**src/rtl/game_match_fsm.sv**
```systemverilog
// Match controller for the two-player choice game: start, select, resolve, check, winner.
// Optional select-phase timeout is enabled by defining GAME_TIMEOUT_EN.
module game_match_fsm #(
  parameter int NUM_CHOICES    = 3,
  parameter int CHOICE_W       = 4,
  parameter int WIN_SCORE      = 3,
  parameter int ROUND_W        = 8,
  parameter int TIMEOUT_CYCLES = 1000
) (
  input  logic                clk,
  input  logic                reset,
  input  logic                start,
  input  logic                restart,
  input  logic                p1_valid,
  input  logic [CHOICE_W-1:0] p1_choice,
  input  logic                p2_valid,
  input  logic [CHOICE_W-1:0] p2_choice,
  output logic [2:0]          state_o,
  output logic                p1_locked,
  output logic                p2_locked,
  output logic                result_valid,
  output logic [1:0]          round_result,
  output logic [3:0]          p1_score,
  output logic [3:0]          p2_score,
  output logic [ROUND_W-1:0]  round_count,
  output logic                winner
);

  typedef enum logic [2:0] {
    IDLE    = 3'd0,
    SELECT  = 3'd1,
    RESOLVE = 3'd2,
    CHECK   = 3'd3,
    WIN     = 3'd4
  } state_t;

  localparam logic [CHOICE_W:0] NUM_C = (CHOICE_W+1)'(NUM_CHOICES);
  localparam logic [3:0]        WIN_C = 4'(WIN_SCORE);

  // Arithmetic dominance: odd distance from P2's choice to P1's means P1 wins.
  function automatic logic [1:0] round_outcome(input logic [CHOICE_W-1:0] c1,
                                               input logic [CHOICE_W-1:0] c2);
    logic [CHOICE_W:0] d;
    if (c1 >= c2) begin
      d = {1'b0, c1} - {1'b0, c2};
    end else begin
      d = {1'b0, c1} + NUM_C - {1'b0, c2};
    end
    if (d == {(CHOICE_W+1){1'b0}}) begin
      round_outcome = 2'd0;
    end else if (d[0]) begin
      round_outcome = 2'd1;
    end else begin
      round_outcome = 2'd2;
    end
  endfunction

  // A missing lock forfeits the round to the player who did lock.
  function automatic logic [1:0] lock_outcome(input logic l1, input logic l2,
                                              input logic [CHOICE_W-1:0] c1,
                                              input logic [CHOICE_W-1:0] c2);
    if (l1 && l2) begin
      lock_outcome = round_outcome(c1, c2);
    end else if (l1) begin
      lock_outcome = 2'd1;
    end else if (l2) begin
      lock_outcome = 2'd2;
    end else begin
      lock_outcome = 2'd0;
    end
  endfunction

  state_t                state_r, state_nxt_s;
  logic [CHOICE_W-1:0]   p1_choice_r, p1_choice_nxt_s, p2_choice_r, p2_choice_nxt_s;
  logic                  p1_locked_r, p1_locked_nxt_s, p2_locked_r, p2_locked_nxt_s;
  logic                  result_valid_r, result_valid_nxt_s;
  logic [1:0]            round_result_r, round_result_nxt_s;
  logic [3:0]            p1_score_r, p1_score_nxt_s, p2_score_r, p2_score_nxt_s;
  logic [ROUND_W-1:0]    round_count_r, round_count_nxt_s;
  logic                  winner_r, winner_nxt_s;
  logic                  p1_take_s, p2_take_s, resolve_now_s;
`ifdef GAME_TIMEOUT_EN
  localparam int TMO_W = (TIMEOUT_CYCLES > 1) ? $clog2(TIMEOUT_CYCLES) : 1;
  localparam logic [TMO_W-1:0] TMO_LAST = TMO_W'(TIMEOUT_CYCLES - 1);
  logic [TMO_W-1:0]      tmo_cnt_r, tmo_cnt_nxt_s;
`endif

  // Next-state and next-register computation for the whole controller.
  always_comb begin
    state_nxt_s        = state_r;
    p1_choice_nxt_s    = p1_choice_r;
    p2_choice_nxt_s    = p2_choice_r;
    p1_locked_nxt_s    = p1_locked_r;
    p2_locked_nxt_s    = p2_locked_r;
    result_valid_nxt_s = 1'b0;
    round_result_nxt_s = round_result_r;
    p1_score_nxt_s     = p1_score_r;
    p2_score_nxt_s     = p2_score_r;
    round_count_nxt_s  = round_count_r;
    winner_nxt_s       = winner_r;
    resolve_now_s      = 1'b0;
    p1_take_s = (state_r == SELECT) && p1_valid && !p1_locked_r && ({1'b0, p1_choice} < NUM_C);
    p2_take_s = (state_r == SELECT) && p2_valid && !p2_locked_r && ({1'b0, p2_choice} < NUM_C);

    case (state_r)
      IDLE: begin
        if (start) begin
          state_nxt_s        = SELECT;
          p1_locked_nxt_s    = 1'b0;
          p2_locked_nxt_s    = 1'b0;
          round_result_nxt_s = 2'd0;
          p1_score_nxt_s     = 4'd0;
          p2_score_nxt_s     = 4'd0;
          round_count_nxt_s  = {ROUND_W{1'b0}};
        end else begin
          state_nxt_s = IDLE;
        end
      end
      SELECT: begin
        p1_locked_nxt_s = p1_locked_r | p1_take_s;
        p2_locked_nxt_s = p2_locked_r | p2_take_s;
        p1_choice_nxt_s = p1_take_s ? p1_choice : p1_choice_r;
        p2_choice_nxt_s = p2_take_s ? p2_choice : p2_choice_r;
        if (p1_locked_r && p2_locked_r) begin
          resolve_now_s = 1'b1;
        end else begin
`ifdef GAME_TIMEOUT_EN
          resolve_now_s = (tmo_cnt_r == TMO_LAST);
`else
          resolve_now_s = 1'b0;
`endif
        end
        if (resolve_now_s) begin
          state_nxt_s        = RESOLVE;
          result_valid_nxt_s = 1'b1;
          round_result_nxt_s = lock_outcome(p1_locked_nxt_s, p2_locked_nxt_s,
                                            p1_choice_nxt_s, p2_choice_nxt_s);
        end else begin
          state_nxt_s = SELECT;
        end
      end
      RESOLVE: begin
        state_nxt_s     = CHECK;
        p1_locked_nxt_s = 1'b0;
        p2_locked_nxt_s = 1'b0;
        case (round_result_r)
          2'd1:    p1_score_nxt_s = p1_score_r + 4'd1;
          2'd2:    p2_score_nxt_s = p2_score_r + 4'd1;
          default: p1_score_nxt_s = p1_score_r;
        endcase
        if (round_count_r != {ROUND_W{1'b1}}) begin
          round_count_nxt_s = round_count_r + ROUND_W'(1'b1);
        end else begin
          round_count_nxt_s = round_count_r;
        end
      end
      CHECK: begin
        if (p1_score_r == WIN_C) begin
          state_nxt_s  = WIN;
          winner_nxt_s = 1'b0;
        end else if (p2_score_r == WIN_C) begin
          state_nxt_s  = WIN;
          winner_nxt_s = 1'b1;
        end else begin
          state_nxt_s = SELECT;
        end
      end
      WIN: begin
        if (restart) begin
          state_nxt_s = IDLE;
        end else begin
          state_nxt_s = WIN;
        end
      end
      default: state_nxt_s = IDLE;
    endcase

`ifdef GAME_TIMEOUT_EN
    if ((state_r == SELECT) && !resolve_now_s) begin
      tmo_cnt_nxt_s = tmo_cnt_r + TMO_W'(1'b1);
    end else begin
      tmo_cnt_nxt_s = {TMO_W{1'b0}};
    end
`endif
  end

  // State and datapath registers with synchronous active-low reset.
  always_ff @(posedge clk) begin
    if (!reset) begin
      state_r        <= IDLE;
      p1_choice_r    <= {CHOICE_W{1'b0}};
      p2_choice_r    <= {CHOICE_W{1'b0}};
      p1_locked_r    <= 1'b0;
      p2_locked_r    <= 1'b0;
      result_valid_r <= 1'b0;
      round_result_r <= 2'd0;
      p1_score_r     <= 4'd0;
      p2_score_r     <= 4'd0;
      round_count_r  <= {ROUND_W{1'b0}};
      winner_r       <= 1'b0;
`ifdef GAME_TIMEOUT_EN
      tmo_cnt_r      <= {TMO_W{1'b0}};
`endif
    end else begin
      state_r        <= state_nxt_s;
      p1_choice_r    <= p1_choice_nxt_s;
      p2_choice_r    <= p2_choice_nxt_s;
      p1_locked_r    <= p1_locked_nxt_s;
      p2_locked_r    <= p2_locked_nxt_s;
      result_valid_r <= result_valid_nxt_s;
      round_result_r <= round_result_nxt_s;
      p1_score_r     <= p1_score_nxt_s;
      p2_score_r     <= p2_score_nxt_s;
      round_count_r  <= round_count_nxt_s;
      winner_r       <= winner_nxt_s;
`ifdef GAME_TIMEOUT_EN
      tmo_cnt_r      <= tmo_cnt_nxt_s;
`endif
    end
  end

  assign state_o      = state_r;
  assign p1_locked    = p1_locked_r;
  assign p2_locked    = p2_locked_r;
  assign result_valid = result_valid_r;
  assign round_result = round_result_r;
  assign p1_score     = p1_score_r;
  assign p2_score     = p2_score_r;
  assign round_count  = round_count_r;
  assign winner       = winner_r;

endmodule

```
**config.mk**
```make
export PLATFORM = sky130hd
export DESIGN_NAME = game_match_fsm
export DESIGN_NICKNAME = d
export VERILOG_FILES = /design/src/rtl/game_match_fsm.sv
export SDC_FILE = /design/constraint.sdc
export NUM_CORES = 1
export LEC_CHECK = 0
export ABC_AREA = 0
export CAP_MARGIN = 40
export CORE_MARGIN = 2
export CORE_UTILIZATION = 40
export CTS_CLUSTER_DIAMETER = 150
export DETAILED_ROUTE_END_ITERATION = 8
export GPL_TIMING_DRIVEN = 0
export PLACE_DENSITY = 0.68
export SLEW_MARGIN = 5
export SYNTH_ARGS = -nofsm -noshare
export SYNTH_HDL_FRONTEND = slang
export SYNTH_SLANG_ARGS = --single-unit
```
**constraint.sdc**
```tcl
create_clock -name clk -period 6.6 [get_ports clk]
set_input_delay 1.98 -clock clk [delete_from_list [all_inputs] [get_ports clk]]
set_output_delay 1.98 -clock clk [all_outputs]
set_load 0.05 [all_outputs]
```
-- Word-level counts from Yosys, hierarchy flattened
Cells that the tools add are included.
- add/subtract/negate cells: 6
- magnitude comparators: 3
- equal/unequal tests: 14
- multiplexer cells: 36
- bitwise operators: 2
- reduce and logical (&&, ||, !) cells: 23
- operators with widths (operator ; count):
    $mux 4 ; 5
    $mux 5 ; 4
    $mux 2 ; 8
    $mux 8 ; 2
    $pmux 4 s2 ; 2
    $pmux 8 s2 ; 1
    $pmux 3 s5 ; 1
    $reduce_and 3->1 ; 4
    $mux 3 ; 3
    $add 4x1->4 const B ; 2
    $add 8x1->8 const B ; 1
    $eq 4x2->1 const B ; 2
    $logic_and 1x1->1 ; 8
    $lt 4x2->1 const B ; 2
    $ne 8x8->1 const B ; 1
    $mux 1 ; 7
    $eq 3x2->1 const B ; 2
    $ne 2x1->1 const B ; 3
    $pmux 1 s3 ; 2
    $reduce_and 2->1 ; 3
    $reduce_bool 2->1 ; 3
    $add 4x2->5 const B ; 1
    $logic_not 5->1 ; 1
    $sub 4x4->5 ; 1
    other kinds (12) ; 15
- flip-flop bits (word level): 33
- bits of input ports: 14
- output and inout port bits: 25
- logic and storage cells: 95

-- Depth between registers and ports, before layout
- depth after elaboration: 16
- gate-level depth with buffers: 14
- gate-level depth less buffers: 13

-- Least setup slack after synthesis
Ideal clock, no wire load.
- path type: in2reg
- start: in p1_choice[2]
- end: reg round_result_r[1] (netlist: round_result[1])
- setup time: 0.117 ns
- data arrival time: 5.177 ns
- data required time: 6.483 ns
- setup slack: 1.306 ns
- cell stages on the path: 12
- buffers on the path: 0
- path through: or4b_1 > a21oi_1 > nand2_1 > mux2i_1 > inv_1 > ha_1 > ha_1 > fa_1 > or4_1 > a2111oi_0 > nor2_1 > a32o_1
- cells in the longest elaborated chain, start to end: 14
- elaborated cells on any way between the ends: 20
- classes of those cells: add/sub: 3; order compare: 2; mux: 11; bitwise: 1; reduce/logical: 3
- RTL lines (what ; RTL line ; source):
    from (decl) ; 15 ; input logic [CHOICE_W-1:0] p1_choice,
    $lt 4x2->1 ; 102 ; p1_take_s = (state_r == SELECT) && p1_valid && !p1_locked_r && ({1'b0, p1_choice} < NUM_C);
    $logic_and 1x1->1 ; 102 ;
    $mux 4 ; 122 ; p1_choice_nxt_s = p1_take_s ? p1_choice : p1_choice_r;
    $add 4x2->5 ; 47 ; d = {1'b0, c1} + NUM_C - {1'b0, c2};
    $sub 5x4->5 ; 47 ;
    $mux 5 ; 44 ; if (c1 >= c2) begin
    $mux 5 ; 62 ; if (l1 && l2) begin
    $mux 5 ; 133 ; if (resolve_now_s) begin
    $mux 5 ; 105 ; case (state_r)
    $logic_not 5->1 / $mux 2 (equally long branches) ; 49, 51 ;
    $mux 2 ; 49 ; if (d == {(CHOICE_W+1){1'b0}}) begin
    $mux 2 (*) ; 62 ;
    $mux 2 (*) ; 133 ;
    $pmux 2 s2 (*) ; 105 ;
    to (signal assigned) ; 211 ; round_result_r <= round_result_nxt_s;
    to (decl) ; 77 ; logic [1:0] round_result_r, round_result_nxt_s;
Every way passes the cells marked *; elsewhere a longest branch is shown, timed or not. The select of a mux whose other input is x is not followed.
A chain may end at the register's enable or synchronous reset.

-- Worst setup path after layout
Same ends and word-level chain as after synthesis.

==> out/results.ini <==
[outcome]
outcome = complete, no violations

[detailed_routing]
via_per_inst = 5.20
vias = 1564
drcViolationCount = 0
ant_nets = 0
drtIter0Drc = 60
routed_wirelength_um = 3820
wire_per_inst_um = 12.7
drt_pass1_iterations = 4

[critical_path]
critPathLaunchType = input port
endpoint_kind = flip-flop
slowest_delay_ns = 0.54
crit_slowest_cell = a2111oi_0
crit_fanout = 6
crit_required_ns = 6.77
cp_common_cell = ha_1
path_delay_family = simple AND/OR/NAND/NOR gates
cp.arrival_ns = 6.01
crit_type = input port to flip-flop
crit_chain = clkdlybuf4s50_1, or4b_1, a21oi_1, nand2_1, mux2i_1, inv_1, ha_1, ha_1, fa_1, or4_1, a2111oi_0, nor2_1, a32o_1
critical_path_buf_inv_count = 2
r2r_setup_slack_ns = 2.50

[clocking]
cts_tree = yes
cts_resized = 0
cts.clk_slew.worst_paths_ns = 0.06
cts_hold_buf = 0
clk_latency_ns = 0.28
htree_levels = 2
cts-root-buf = clkbuf_8
cts_setup_buffers = 0
clockBufferDepth = 2
clock-sinks = 33
cts_buffers = 5

[sta]
hold_ws_ns = 0.475
hold_viol_final = 0
fin_skew_ns = 0.00488
max_freq_mhz = 171
setup_violations = 0
period_minus_slack_ns = 5.84
rsz0062_at_grt = no
fin_tns_setup_ns = 0
slew_headroom_pct = 46.3
min_period_over_period_pct = 88.4
worstMarginPinSlew_ns = 0.800
finalMaxSlewViolations = 0

[floorplan]
die_h_um = 71.3
std_cell_rows = 24
initial_core_util_pct = 41.6
coreArea_um2 = 4350
ios = 39
die_w_um = 71.3
dieArea_um2 = 5080

[yosys]
synthFlopType = dfxtp_1
synth_cell_type_count = 46
synth_top_area_share_pct = 36.5
netlist_area_um2 = 1810
yosysMostFrequentCell = dfxtp_1
ys_warn_count = 0
synth_common_cells = 33 x dfxtp_1, 24 x nor2_1, 16 x nand2_1
synth_edf_count = 0
syn_area_per_cell_um2 = 8.88
synthesis.nets = 233
syn_inst = 204
ys_async_sr_fraction_pct = 0
synth_top_cell_by_area = dfxtp_1
synthTopCellsByArea = dfxtp_1 36%, ha_1 8.3%, nor2_1 5.0%, mux2i_1 3.9%, fa_1 3.3%
synth_seq_area_share_pct = 36.5
synth_seq_cells = 33

[cells_and_area]
nNetsFinal = 278
num-fill-cells = 430
syn_to_final_growth_pct = 29.4
num_antenna_cells = 0
drive_gt1_share_pct = 6.02

[place]
gp_congestion = 0.799
hpwlAfterDp_um = 2950
portBuffers = 38

[hold_path]
min-delay-path-class = flip-flop to flip-flop

[power]
p_per_area_nw_per_um2 = 166
peakVddDrop_v = 0.000101
leakage_nw = 0.943

[job]
cap_violations = 0

[grt]
grtUsageTotal_pct = 15.9
grt_max_degree = 11
grt_pass1_wl_um = 6530
antenna_found_initial = 0
grt_overflow_total = 0
grt_pass1_vias = 1474

## routing by layer
metal	vias up	part of all wire, %	wire, um	track usage, %
li1	798	-	-	-
met1	722	52	1990	22.0
met2	37	42	1620	24.3
met3	7	4.0	154	3.52
met4	0	1.7	65	5.87
met5	-	0	0	0
## path summary, 6_finish.rpt
path,cells after the start,start,to
worst max-delay path,13,p1_choice[2],round_result[1]$_SDFFE_PN0P_
worst min-delay path,1,p1_choice_r[3]$_SDFFE_PN0P_,p1_choice_r[3]$_SDFFE_PN0P_
worst max register to register,12,p1_locked$_SDFFE_PN0P_,round_result[1]$_SDFFE_PN0P_
worst min register to register,1,p1_choice_r[3]$_SDFFE_PN0P_,p1_choice_r[3]$_SDFFE_PN0P_
## where the power goes
group / leakage (nW) / internal, W / switching (W)
Sequential: 0.266 / 0.000200 / 0.000000761
Clock: 0.0443 / 0.0000826 / 0.0000679
Combinational: 0.632 / 0.0000180 / 0.0000206
## worst register-to-register path, cell delays in order (launching register included)
cell	delay, ns
dfxtp_1	0.33
or4b_1	0.52
a21oi_1	0.17
nand2_1	0.19
mux2i_1	0.38
inv_1	0.08
ha_1	0.30
ha_1	0.24
fa_1	0.45
or4_1	0.46
a2111oi_0	0.54
nor2_1	0.08
a32o_1	0.26
## per-stage QoR
| stage | utilization, % | total power (W) | setup slack, ns | area [um^2] | instances |
|---|---|---|---|---|---|
| 6_report | 53.8 | 0.000390 | 0.763 | 2340 | 301 |
| 5_1_grt | 53.8 | 0.000409 | 0.621 | 2340 | 301 |
| 4_1_cts | 53.8 | 0.000396 | 0.783 | 2340 | 301 |
| 3_5_place_dp | 51.8 | 0.000244 | 0.477 | 2260 | 294 |
| 3_3_place_gp | 51.8 | 0.000243 | 0.503 | 2260 | 294 |
| 2_1_floorplan | - | 0.000228 | 1.31 | 1810 | 204 |
## kinds of logic (layout without fill, tap and decap cells)
family	Yosys count	after routing	share of synthesized area, %
XOR/XNOR	10	10	4.83
flip-flops	33	33	36.5
AO/OA/AOI/OAI	32	32	11.4
AND/OR/NAND/NOR	89	89	26.8
multiplexers	8	8	4.49
adder cells (fa/ha/maj)	15	15	11.6
buffers and inverters	17	62	4.42
## registers in the layout, summed over array words and instances, names as in the netlist
register / flops
round_count: 8
result_valid: 1
p2_locked: 1
p1_choice_r: 4
p1_score: 4
winner: 1
p2_choice_r: 4
state_o: 3
p1_locked: 1
round_result: 2
p2_score: 4
## cell type report
cell class / instances / area (um^2) / area share (%)
plain buffers: 6 / 38.8 / 1.66
clock buffers: 7 / 86.3 / 3.68
inverters: 11 / 41.3 / 1.76
multi-input cells: 154 / 1070 / 45.7
flip-flops and latches: 33 / 661 / 28.2
well taps: 52 / 65.1 / 2.78
repair buffers: 38 / 380 / 16.2
## layout by cell type, fill, tap and decap left out, types with 6 or more instances in the layout
master / n
a21oi_1: 7
clkbuf_8: 6
clkdlybuf4s50_1: 38
dfxtp_1: 33
ha_1: 12
inv_1: 9
mux2i_1: 7
nand2_1: 16
nand4_1: 6
nor2_1: 24
nor2b_1: 7
o21ai_0: 6
xnor2_1: 6
Note: power is estimated with default switching activity, not from simulation.
